### src/rtl/packed_macc_unpack_if.sv
// Handshake bundle for packed_macc_unpack: packed DSP words in, corrected (ji, ki) pairs out.
// out_count exists only when UNPACK_STATS_EN is defined.
interface packed_macc_unpack_if #(
    parameter int WIDTH = 8
);
    localparam int KW = 24 - WIDTH;
    localparam int JW = 24 + WIDTH;

    logic                 in_valid;
    logic                 in_ready;
    logic [47:0]          in_p;
    logic                 out_valid;
    logic                 out_ready;
    logic signed [JW-1:0] out_ji;
    logic signed [KW-1:0] out_ki;
`ifdef UNPACK_STATS_EN
    logic [15:0]          out_count;

    modport master (output in_valid, in_p, out_ready,
                    input  in_ready, out_valid, out_ji, out_ki, out_count);
    modport slave  (input  in_valid, in_p, out_ready,
                    output in_ready, out_valid, out_ji, out_ki, out_count);
`else
    modport master (output in_valid, in_p, out_ready,
                    input  in_ready, out_valid, out_ji, out_ki);
    modport slave  (input  in_valid, in_p, out_ready,
                    output in_ready, out_valid, out_ji, out_ki);
`endif
endinterface

### src/rtl/packed_macc_unpack.sv
// Unpacks a two-product packed MACC word into signed (ji, ki), restoring the borrow a negative
// low field takes from the high field. One register stage, credit-guarded FIFO. Option: UNPACK_STATS_EN.
module packed_macc_unpack #(
    parameter int WIDTH = 8,
    parameter int DEPTH = 4
) (
    input  logic                 clk,
    input  logic                 rst_n,
    packed_macc_unpack_if.slave  bus
);
    localparam int KW = 24 - WIDTH;
    localparam int JW = 24 + WIDTH;
    localparam int AW = $clog2(DEPTH);
    localparam int CW = $clog2(DEPTH + 1);

    typedef struct packed {
        logic [JW-1:0] ji;
        logic [KW-1:0] ki;
    } res_t;

    logic          live;
    logic          s1_vld;
    logic [47:0]   s1_p;
    logic [CW-1:0] inflight;
    logic [AW-1:0] wr_ptr, rd_ptr;
    logic          out_vld, in_xfer, out_xfer;
    res_t          s1_res;
    res_t          mem [DEPTH];

    // Credits cover S1 plus the FIFO, so an S1 flush always finds a free slot.
    assign bus.in_ready = live && (inflight < CW'(DEPTH));
    assign out_vld      = (inflight != CW'(s1_vld));
    assign bus.out_valid = out_vld;
    assign in_xfer  = bus.in_valid && bus.in_ready;
    assign out_xfer = out_vld && bus.out_ready;

    assign s1_res.ki = s1_p[KW-1:0];
    assign s1_res.ji = s1_p[47:KW] + JW'(s1_p[KW-1]);

    assign bus.out_ji = out_vld ? mem[rd_ptr].ji : '0;
    assign bus.out_ki = out_vld ? mem[rd_ptr].ki : '0;

    always_ff @(posedge clk or negedge rst_n) begin
        if (!rst_n) begin
            live     <= 1'b0;
            s1_vld   <= 1'b0;
            s1_p     <= '0;
            inflight <= '0;
            wr_ptr   <= '0;
            rd_ptr   <= '0;
        end else begin
            live   <= 1'b1;
            s1_vld <= in_xfer;
            if (in_xfer) s1_p <= bus.in_p;
            if (s1_vld) wr_ptr <= wr_ptr + AW'(1);
            if (out_xfer) rd_ptr <= rd_ptr + AW'(1);
            case ({in_xfer, out_xfer})
                2'b10:   inflight <= inflight + CW'(1);
                2'b01:   inflight <= inflight - CW'(1);
                default: inflight <= inflight;
            endcase
        end
    end

    // Storage needs no reset: the head is masked whenever the FIFO is empty.
    always_ff @(posedge clk) begin
        if (s1_vld) mem[wr_ptr] <= s1_res;
    end

`ifdef UNPACK_STATS_EN
    logic [15:0] count;
    always_ff @(posedge clk or negedge rst_n) begin
        if (!rst_n)        count <= '0;
        else if (out_xfer) count <= count + 16'd1;
    end
    assign bus.out_count = count;
`endif
endmodule

### src/flat_wrapper.sv
// flat-port wrapper written by rule: the top's interface ports become plain ports
module packed_macc_unpack_flat 
#(
    parameter int WIDTH = 8,
    parameter int DEPTH = 4
)
  (clk, rst_n, bus_in_valid, bus_in_p, bus_out_ready, bus_in_ready, bus_out_valid, bus_out_ji, bus_out_ki);
  packed_macc_unpack_if #(.WIDTH(WIDTH)) bus_i ();
  input  logic clk;
  input  logic rst_n;
  input wire logic [$bits(bus_i.in_valid)-1:0] bus_in_valid;
  input wire logic [$bits(bus_i.in_p)-1:0] bus_in_p;
  input wire logic [$bits(bus_i.out_ready)-1:0] bus_out_ready;
  output wire logic [$bits(bus_i.in_ready)-1:0] bus_in_ready;
  output wire logic [$bits(bus_i.out_valid)-1:0] bus_out_valid;
  output wire logic [$bits(bus_i.out_ji)-1:0] bus_out_ji;
  output wire logic [$bits(bus_i.out_ki)-1:0] bus_out_ki;
  assign bus_i.in_valid = bus_in_valid;
  assign bus_i.in_p = bus_in_p;
  assign bus_i.out_ready = bus_out_ready;
  assign bus_in_ready = bus_i.in_ready;
  assign bus_out_valid = bus_i.out_valid;
  assign bus_out_ji = bus_i.out_ji;
  assign bus_out_ki = bus_i.out_ki;
  packed_macc_unpack #(.WIDTH(WIDTH), .DEPTH(DEPTH)) u_core (.clk(clk), .rst_n(rst_n), .bus(bus_i));
endmodule
### config.mk
export PLATFORM = sky130hd
export DESIGN_NAME = packed_macc_unpack_flat
export DESIGN_NICKNAME = d
export VERILOG_FILES = /design/src/rtl/packed_macc_unpack_if.sv /design/src/rtl/packed_macc_unpack.sv /design/src/flat_wrapper.sv
export SDC_FILE = /design/constraint.sdc
export NUM_CORES = 1
export LEC_CHECK = 0
export ABC_CLOCK_PERIOD_IN_PS = 4800
export CAP_MARGIN = 5
export CORE_ASPECT_RATIO = 2
export CORE_UTILIZATION = 50
export CTS_CLUSTER_DIAMETER = 60
export DETAILED_ROUTE_END_ITERATION = 8
export HOLD_SLACK_MARGIN = 0.15
export PLACE_DENSITY = 0.71
export REMOVE_ABC_BUFFERS = 1
export SLEW_MARGIN = 10
export SYNTH_ARGS = -nofsm -noshare
export SYNTH_HDL_FRONTEND = slang
export SYNTH_SLANG_ARGS = --single-unit
### constraint.sdc
create_clock -name clk -period 4.8 [get_ports clk]
set_clock_uncertainty 0.2 [all_clocks]
set_input_delay 0.72 -clock clk [delete_from_list [all_inputs] [get_ports clk]]
set_output_delay 0.72 -clock clk [all_outputs]
set_load 0.01 [all_outputs]
# ---- Word level (Yosys, flattened, before mapping)
# Memory sizes are Yosys's and may differ from the RTL's.
# Index checks and enable logic that the tools add are counted.
dict set report op_classes {
  add_sub_neg 5
  magnitude_cmp 1
  n_eq_ne 3
  n_mux 5
  n_reduce_logical 4
}
# cell n
set op_table {}
lappend op_table {{32-bit by 1-bit adder with 32-bit output} 1}
lappend op_table {{32-bit two-way mux} 1}
lappend op_table {{16-bit two-way mux} 1}
lappend op_table {{3-bit one-hot mux with 2 select lines} 1}
lappend op_table {{2-bit by 1-bit adder with 2-bit output, second input constant} 2}
lappend op_table {{3-bit by 1-bit adder with 3-bit output, second input constant} 1}
lappend op_table {{1-bit logical AND} 3}
lappend op_table {{3-bit < comparator, second input constant} 1}
lappend op_table {{3-bit by 1-bit inequality test with 1-bit output} 1}
lappend op_table {{3-bit by 1-bit subtractor with 3-bit output, second input constant} 1}
lappend op_table {{2-bit by 1-bit == test with 1-bit output, second input constant} 1}
lappend op_table {{2-bit == test, second input constant} 1}
lappend op_table {{1-bit two-way mux} 2}
lappend op_table {{2-bit nonzero test} 1}
dict set report totals {
  ff_bits 57
  mem_bits_rw 192
  in_bits 52
  wordCells 25
  memories 1
}
# name depth word_bits rd rd_ports_with_merged_regs wr line_no
set memory_table {}
lappend memory_table {u_core.mem 4 48 1 0 1 packed_macc_unpack.sv:28} ;# res_t mem [DEPTH];

# ---- Depth between registers and ports, before layout
# Gate-level depths: netlist of the first run.
dict set report depth {
  depth_word 5
  depth_mapped 10
  depth_no_buf 9
}

# ---- Worst setup path before layout of the first run
# Ideal clock, no wire load.
dict set report synth_timing {
  kind {register to register}
  startpoint {register u_core.wr_ptr[0]}
  endpoint {memory u_core.mem[2][0] (netlist bit), enable pin}
  setup_ps 410
  t_arrival_ps 1768
  path_slack_ps 2422
  stages_incl_launch_ff 4
  n_path_buf 0
  synth_period_minus_slack_ps 2378
  path_cell_list {dfrtp_1 -> inv_1 -> ha_1 -> and2_1}
}
# item line_no
set synth_lines {}
lappend synth_lines {{from (decl)} packed_macc_unpack.sv:25} ;# logic [AW-1:0] wr_ptr, rd_ptr;
lappend synth_lines {{from (signal assigned)} packed_macc_unpack.sv:55} ;# if (s1_vld) wr_ptr <= wr_ptr + AW'(1);
lappend synth_lines {{to (decl)} packed_macc_unpack.sv:28}
# No word-level cell before the write port.

# ---- Final worst setup path of the first run
dict set report layout_timing {
  startpoint {register u_core.rd_ptr[1]}
  endpoint {output port bus_out_ji[18]}
}
dict set report layout_between {
  elab_chain_len 2
}
# item line_no
set layout_rtl {}
lappend layout_rtl {{from (decl)} packed_macc_unpack.sv:25}
lappend layout_rtl {{from (signal assigned)} packed_macc_unpack.sv:56} ;# if (out_xfer) rd_ptr <= rd_ptr + AW'(1);
lappend layout_rtl {{memory read 4 x 48 bit} n/a}
lappend layout_rtl {{32-bit two-way mux} packed_macc_unpack.sv:40} ;# assign bus.out_ji = out_vld ? mem[rd_ptr].ji : '0;
lappend layout_rtl {{to (decl)} flat_wrapper.sv:16} ;# output wire logic [$bits(bus_i.out_ji)-1:0] bus_out_ji;
# Every way passes these cells.

==> results.sh, run 1 <==
export IMPL_outcome="finished, final reports clean"
export IMPL_ctsResizeCount=0
export IMPL_peakVddDrop_mv=0.470
export IMPL_clk_latency_ps=500
export IMPL_ant_nets=0
export IMPL_ys_seq_elements=249
export IMPL_arrival_ps=2830
export IMPL_drv_cap=0
export IMPL_critPathMaxStageDelay_ps=890
export IMPL_yosysSeqAreaShare_pct=70.9
export IMPL_power_density_nw_per_um2=629
export IMPL_drive_gt1_share_pct=23.1
export IMPL_gp_congestion=0.737
export IMPL_root_buffer="clkbuf_16"
export IMPL_row_count=73
export IMPL_drv_slew=0
export IMPL_grt_max_degree=52
export IMPL_dp_hpwl_um=12900
export IMPL_rr_worst_depth=9
export IMPL_p_switching_mw=2.21
export IMPL_final_setup_viol_count=0
export IMPL_worst_path_max_fanout=31
export IMPL_highest_layer="met4"
export IMPL_grt_pass1_vias=5691
export IMPL_die_y_um=203
export IMPL_num_vias=5095
export IMPL_worstHoldPathCells=2
export IMPL_fin_nets=707
export IMPL_cp_cell_sequence="buf_4, mux4_2, and2_1, clkdlybuf4s50_1"
export IMPL_die_w_um=103
export IMPL_power_mw=7.63
export IMPL_swShare_pct=28.9
export IMPL_path_clk_slew_ps=70
export IMPL_gr_usage_all_layers_pct=20.0
export IMPL_p_int_mw=5.43
export IMPL_postCtsSetupBuffers=0
export IMPL_first_pass_iters=4
export IMPL_syn_area_per_cell_sq_um=18.8
export IMPL_first_iter_violations=293
export IMPL_finalWirelength_um=19600
export IMPL_p_seq_share_pct=44.9
export IMPL_clk_path_buf_depth=3
export IMPL_rsz0062_at_grt="false"
export IMPL_antenna_found_initial=0
export IMPL_antenna_cells=0
export IMPL_cts_buffers=21
export IMPL_grt_overflow_total=0
export IMPL_wl_per_cell_um=21.2
export IMPL_synth_simple_gate_area_share_pct=7.07
export IMPL_cp_start_kind="flop"
export IMPL_netlist_instances=540
export IMPL_end_kind="primary output"
export IMPL_relSlewSlack_pct=47.0
export IMPL_drt_met1_wl_um=6810
export IMPL_met3_length_um=596
export IMPL_p_clk_share_pct=23.0
export IMPL_path_depth=4
export IMPL_hold_viol=0
export IMPL_ys_warn_count=0
export IMPL_cp_top_family="buffers and inverters"
export IMPL_wl_met2_um=11400
export IMPL_critPathBufInv=2
export IMPL_synth_cell_types=33
export IMPL_core_area_sq_um=19900
export IMPL_required_ps=3880
export IMPL_grt_pass1_wl_um=30500
export IMPL_synthAdderAreaFrac_pct=1.06
export IMPL_io_pins=102
export IMPL_tightest_slew_ps=795
export IMPL_synth_top_family_by_area="multiplexers"
export IMPL_cp_slowest_cell="dfrtp_2"
export IMPL_fin_crit_ps=3750
export IMPL_synthMuxAreaShare_pct=16.0
export IMPL_clock_fmax_mhz=267
export IMPL_power_frac_comb_pct=32.2
export IMPL_tns_ps=0
export IMPL_vias_per_cell=5.52
export IMPL_start_util_pct=50.9
export IMPL_io_buffers=101
export IMPL_clock_sinks=249
export IMPL_synth_compound_area_share_pct=0.0987
export IMPL_hold_path_class="flop to flop"
export IMPL_htree_levels=1
export IMPL_synth_xor_area_share_pct=3.20
export IMPL_timing_final_crit_share_pct=78.0
export IMPL_crit_type="flop to primary output"
export IMPL_leakagePower_nw=4.21
export IMPL_die_area_sq_um=20900
export IMPL_syn_to_final_growth_pct=19.8
export IMPL_cts_tree="yes"
export IMPL_syn_cell_area_sq_um=10100
export IMPL_route_detailed_drc=0
[Yosys cell counts, drive strengths merged]
cell / instances / area [sq um]
edfxtp: 192 / 5770
dfrtp: 57 / 1430
and2: 54 / 338
mux2: 48 / 541
mux4: 48 / 1080
xor2: 19 / 166
xnor2: 18 / 158
buf: 17 / 90.1
nand2: 12 / 45.0
nand3: 12 / 72.6
inv: 10 / 37.5
clkbuf: 9 / 37.5
ha: 7 / 87.6
nor2: 7 / 26.3
and4: 6 / 53.8
nor3: 6 / 35.0
nand4: 5 / 46.3
and3: 4 / 27.5
nor4: 3 / 55.1
o21ai: 2 / 10.0
conb: 1 / 3.75
fa: 1 / 20.0
nor2b: 1 / 6.26
or3: 1 / 11.3
[cell families (layout without fill, tap and decap cells)]
family	count (synthesis)	after routing
flops	249	249
compound gates	2	2
xor+xnor	37	37
buf+inv	36	157
simple gates	111	111
mux	96	96
fa+ha+maj	8	8
other cells	1	1
[stage by stage]
step,area (sq um),worst slack (ps),hold slack (ps),utilization (%),instances
global route,12100,944,325,61.0,923
global placement,11400,1530,280,57.4,885
CTS,12100,991,312,61.0,923
detailed placement,11400,1520,297,57.4,885
finish,12100,1050,317,61.0,923
floorplan,10000,1040,224,-,514
[state kept, by name, indices dropped and copies added, names as in the netlist]
signal,flops
u_core.live,1
u_core.s1_vld,1
u_core.rd_ptr,2
u_core.s1_p,48
u_core.mem,192
u_core.wr_ptr,2
u_core.inflight,3
[cell type report]
cell class	count	area (sq um)
Fill cell	1539	7770
Sequential cell	249	7200
Multi-Input combinational cell	255	2790
Timing Repair Buffer	110	1090
Clock buffer	29	586
Tap cell	262	328
Clock inverter	8	116
Inverter	10	37.5
[worst paths after layout]
check	slack (ps)	to	start
worst min register to register	320	u_core.inflight[1]	u_core.inflight[1]
min in group asynchronous	570	u_core.s1_p[9]	rst_n
worst max register to register	2080	u_core.inflight[2]	u_core.s1_vld
worst min-delay path	320	u_core.inflight[1]	u_core.inflight[1]
max in group asynchronous	2860	u_core.rd_ptr[0]	rst_n
worst max-delay path	1050	bus_out_ji[18]	u_core.rd_ptr[1]
[power groups by stage]
stage	clock, mW	combinational, mW	sequential (mW)
after CTS	1.78	2.51	3.43
after global routing	1.87	2.67	3.48
final	1.75	2.46	3.42
after floorplan	0	1.44	3.39
after detailed placement	0	2.50	3.48
after global placement	0	2.43	3.43
[layer usage]
layer | vias up | GRT usage, %
met5 | - | 0
li1 | 2266 | -
met1 | 2661 | 21.2
met2 | 120 | 38.2
met3 | 48 | 2.19
met4 | 0 | 8.57
[layout by cell type (no fill, tap or decap), drive strengths merged]
cell type      netlist  layout
nand2               12      12
fa                   1       1
dfrtp               57      57
conb                 1       1
inv                 10      10
clkinvlp             0       1
ha                   7       7
dlygate4sd3          0       1
mux2                48      48
nor2b                1       1
or3                  1       1
xnor2               18      18
o21ai                2       2
and3                 4       4
nor4                 3       3
xor2                19      19
nor3                 6       6
mux4                48      48
edfxtp             192     192
and4                 6       6
nor2                 7       7
clkdlybuf4s50        0     100
clkinv               0       4
nand3               12      12
buf                 17       9
nand4                5       5
bufinv               0       3
and2                54      54
clkbuf               9      29
[timing repair]
action | in CTS | in global routing
setup endpoints to repair | 0 | 0
hold buffers | 1 | 0
endpoints found under the hold margin | 22 | 0
[worst min-delay path, delay by kind of cell, from the launching register on]
family,cells,cell delay [ps]
AOI/OAI and AO/OA,1,60
and+or+nand+nor,1,50
DFF,1,370
Power figures use the tool's default switching activity.
==> run 2, diff against run 1 <==
--- a/config.mk
+++ b/config.mk
@@ -5,7 +5,7 @@
 export SDC_FILE = /design/constraint.sdc
 export NUM_CORES = 1
 export LEC_CHECK = 0
-export ABC_CLOCK_PERIOD_IN_PS = 4800
+export ABC_CLOCK_PERIOD_IN_PS = 3590
 export CAP_MARGIN = 5
 export CORE_ASPECT_RATIO = 2
 export CORE_UTILIZATION = 50
==> constraint.sdc (replaced) <==
create_clock -name clk -period 3.59 [get_ports clk]
set_clock_uncertainty 0.2 [all_clocks]
set_input_delay 0.5385 -clock clk [delete_from_list [all_inputs] [get_ports clk]]
set_output_delay 0.5385 -clock clk [all_outputs]
set_load 0.01 [all_outputs]
==> results.sh, run 2 (synthesized netlist as in run 1, its figures left out) <==
export IMPL_fin_crit_ps=3350
export IMPL_clk_path_buf_depth=3
export IMPL_gp_congestion=0.771
export IMPL_dp_slack_ps=473
export IMPL_cts_tree="yes"
export IMPL_htree_levels=1
export IMPL_p_seq_share_pct=44.6
export IMPL_antenna_found_initial=0
export IMPL_drive_gt1_share_pct=23.3
export IMPL_syn_to_final_growth_pct=20.2
export IMPL_largest_reg_flops=192
export IMPL_critPathBufInv=2
export IMPL_first_pass_iters=4
export IMPL_clk_latency_ps=500
export IMPL_required_ps=2850
export IMPL_io_pins=102
export IMPL_rsz0062_at_grt="false"
export IMPL_cp_top_family="buffers and inverters"
export IMPL_tns_ps=0
export IMPL_leakagePower_nw=4.24
export IMPL_path_clk_slew_ps=60
export IMPL_row_count=73
export IMPL_outcome="finished, final reports clean"
export IMPL_cp_slowest_cell="dfrtp_4"
export IMPL_die_area_sq_um=20900
export IMPL_power_density_nw_per_um2=839
export IMPL_grt_pass1_wl_um=30000
export IMPL_tightest_slew_ps=887
export IMPL_timing_final_crit_share_pct=93.3
export IMPL_num_vias=5055
export IMPL_gr_usage_all_layers_pct=19.7
export IMPL_critPathMaxStageDelay_ps=680
export IMPL_reg2reg_to="u_core.inflight[2]"
export IMPL_reg_top3="u_core.mem (192), u_core.s1_p (48), u_core.inflight (3)"
export IMPL_die_y_um=203
export IMPL_top_register="u_core.mem"
export IMPL_start_util_pct=50.9
export IMPL_hold_start="u_core.s1_p[5]"
export IMPL_antenna_cells=0
export IMPL_finalWirelength_um=19500
export IMPL_clock_fmax_mhz=299
export IMPL_vias_per_cell=5.45
export IMPL_end_kind="primary output"
export IMPL_wl_per_cell_um=21.0
export IMPL_layout_common_cells="192 x edfxtp_1, 100 x clkdlybuf4s50_1, 55 x dfrtp_1"
export IMPL_clock_sinks=249
export IMPL_crit_type="flop to primary output"
export IMPL_post_route_worst_setup_slack_ps=241
export IMPL_ant_nets=0
export IMPL_peakVddDrop_mv=0.443
export IMPL_hold_path_class="flop to flop"
export IMPL_r2r_slack_ps=810
export IMPL_grt_max_degree=52
export IMPL_rr_worst_depth=9
export IMPL_grt_pass1_vias=5490
export IMPL_fin_nets=710
export IMPL_worst_hold_path_endpoint="u_core.mem[1][5]"
export IMPL_final_common_cell="edfxtp_1"
export IMPL_cp_start_kind="flop"
export IMPL_p_switching_mw=2.98
export IMPL_r2r_start="u_core.s1_vld"
export IMPL_drv_cap=0
export IMPL_arrival_ps=2610
export IMPL_route_detailed_drc=0
export IMPL_io_buffers=101
export IMPL_p_int_mw=7.25
export IMPL_worstHoldPathCells=0
export IMPL_final_setup_viol_count=0
export IMPL_core_area_sq_um=19900
export IMPL_p_clk_share_pct=22.5
export IMPL_die_w_um=103
export IMPL_relSlewSlack_pct=40.9
export IMPL_hold_viol=0
export IMPL_ctsResizeCount=0
export IMPL_first_iter_violations=198
export IMPL_dp_hpwl_um=12100
export IMPL_drv_slew=0
export IMPL_grt_overflow_total=0
export IMPL_power_frac_comb_pct=32.9
export IMPL_worst_path_max_fanout=17
export IMPL_swShare_pct=29.1
export IMPL_root_buffer="clkbuf_16"
export IMPL_cts_buffers=22
export IMPL_cp_cell_sequence="buf_12, mux4_2, and2_1, clkdlybuf4s50_1"
run 2: cell count changes in the layout (fill, tap and decap cells not counted), sizes merged:
| cell | before | now |
|---|---|---|
| buf | 9 | 11 |
| bufinv | 3 | 1 |
| clkbuf | 29 | 33 |
| clkinv | 4 | 5 |
| clkinvlp | 1 | 0 |
| inv | 10 | 11 |
run 2: through the flow:
step	power (mW)	area (sq um)	utilization (%)	std cells	hold slack, ps
final	10.2	12200	61.2	928	318
after global routing	10.7	12200	61.2	928	319
after CTS	10.4	12200	61.2	928	314
after detailed placement	8.01	11500	57.5	886	305
after global placement	7.84	11500	57.5	886	279
after floorplan	6.46	10000	-	514	42.9
run 2: area by class of cell:
| cell class | count | area (sq um) |
|---|---|---|
| multi-input cells | 255 | 2790 |
| inverters | 10 | 37.5 |
| well taps | 262 | 328 |
| repair buffers | 112 | 1130 |
| flip-flops and latches | 249 | 7200 |
| clock buffers | 33 | 643 |
| fillers | 1510 | 7720 |
| clock inverters | 7 | 61.3 |
run 2: worst max path at each step:
stage,cells after the start,to,start,slack (ps)
after floorplan,2,bus_out_ji[0],u_core.rd_ptr[0],10
after global placement,4,bus_out_ji[18],u_core.rd_ptr[0],480
after detailed placement,4,bus_out_ji[20],u_core.rd_ptr[0],470
after CTS,4,bus_out_ji[20],u_core.rd_ptr[0],170
after global routing,4,bus_out_ji[21],u_core.rd_ptr[0],110
final,4,bus_out_ji[24],u_core.rd_ptr[0],240
run 2: repair_timing:
item / CTS / global route
hold endpoints to repair: 28 / 0
buffers inserted: 1 / 0
hold buffers: 1 / 0
endpoints found under the setup margin: 19 / 0
run 2: power groups by stage:
stage | Combinational, mW | Sequential (mW) | Clock [mW]
after global routing | 3.63 | 4.64 | 2.45
after global placement | 3.23 | 4.61 | 0
after CTS | 3.44 | 4.56 | 2.35
after floorplan | 1.92 | 4.54 | 0
after detailed placement | 3.34 | 4.67 | 0
final | 3.37 | 4.56 | 2.30
run 2: worst reg2reg max path: stages (launching register included):
cell and delay [ps]:
dfrtp_1 460, xor2_1 180, or3_4 460, and2_1 250, ha_1 230, inv_1 70, fa_1 390, xor2_1 180
nor2_1 120, xor2_1 150
run 2: per-layer routing:
layer / GRT usage (%) / vias up / share of wire, %
met2: 37.0 / 136 / 58
met1: 21.8 / 2610 / 35
li1: - / 2277 / -
met3: 2.43 / 32 / 4.1
met5: 0 / - / 0
met4: 7.76 / 0 / 2.8
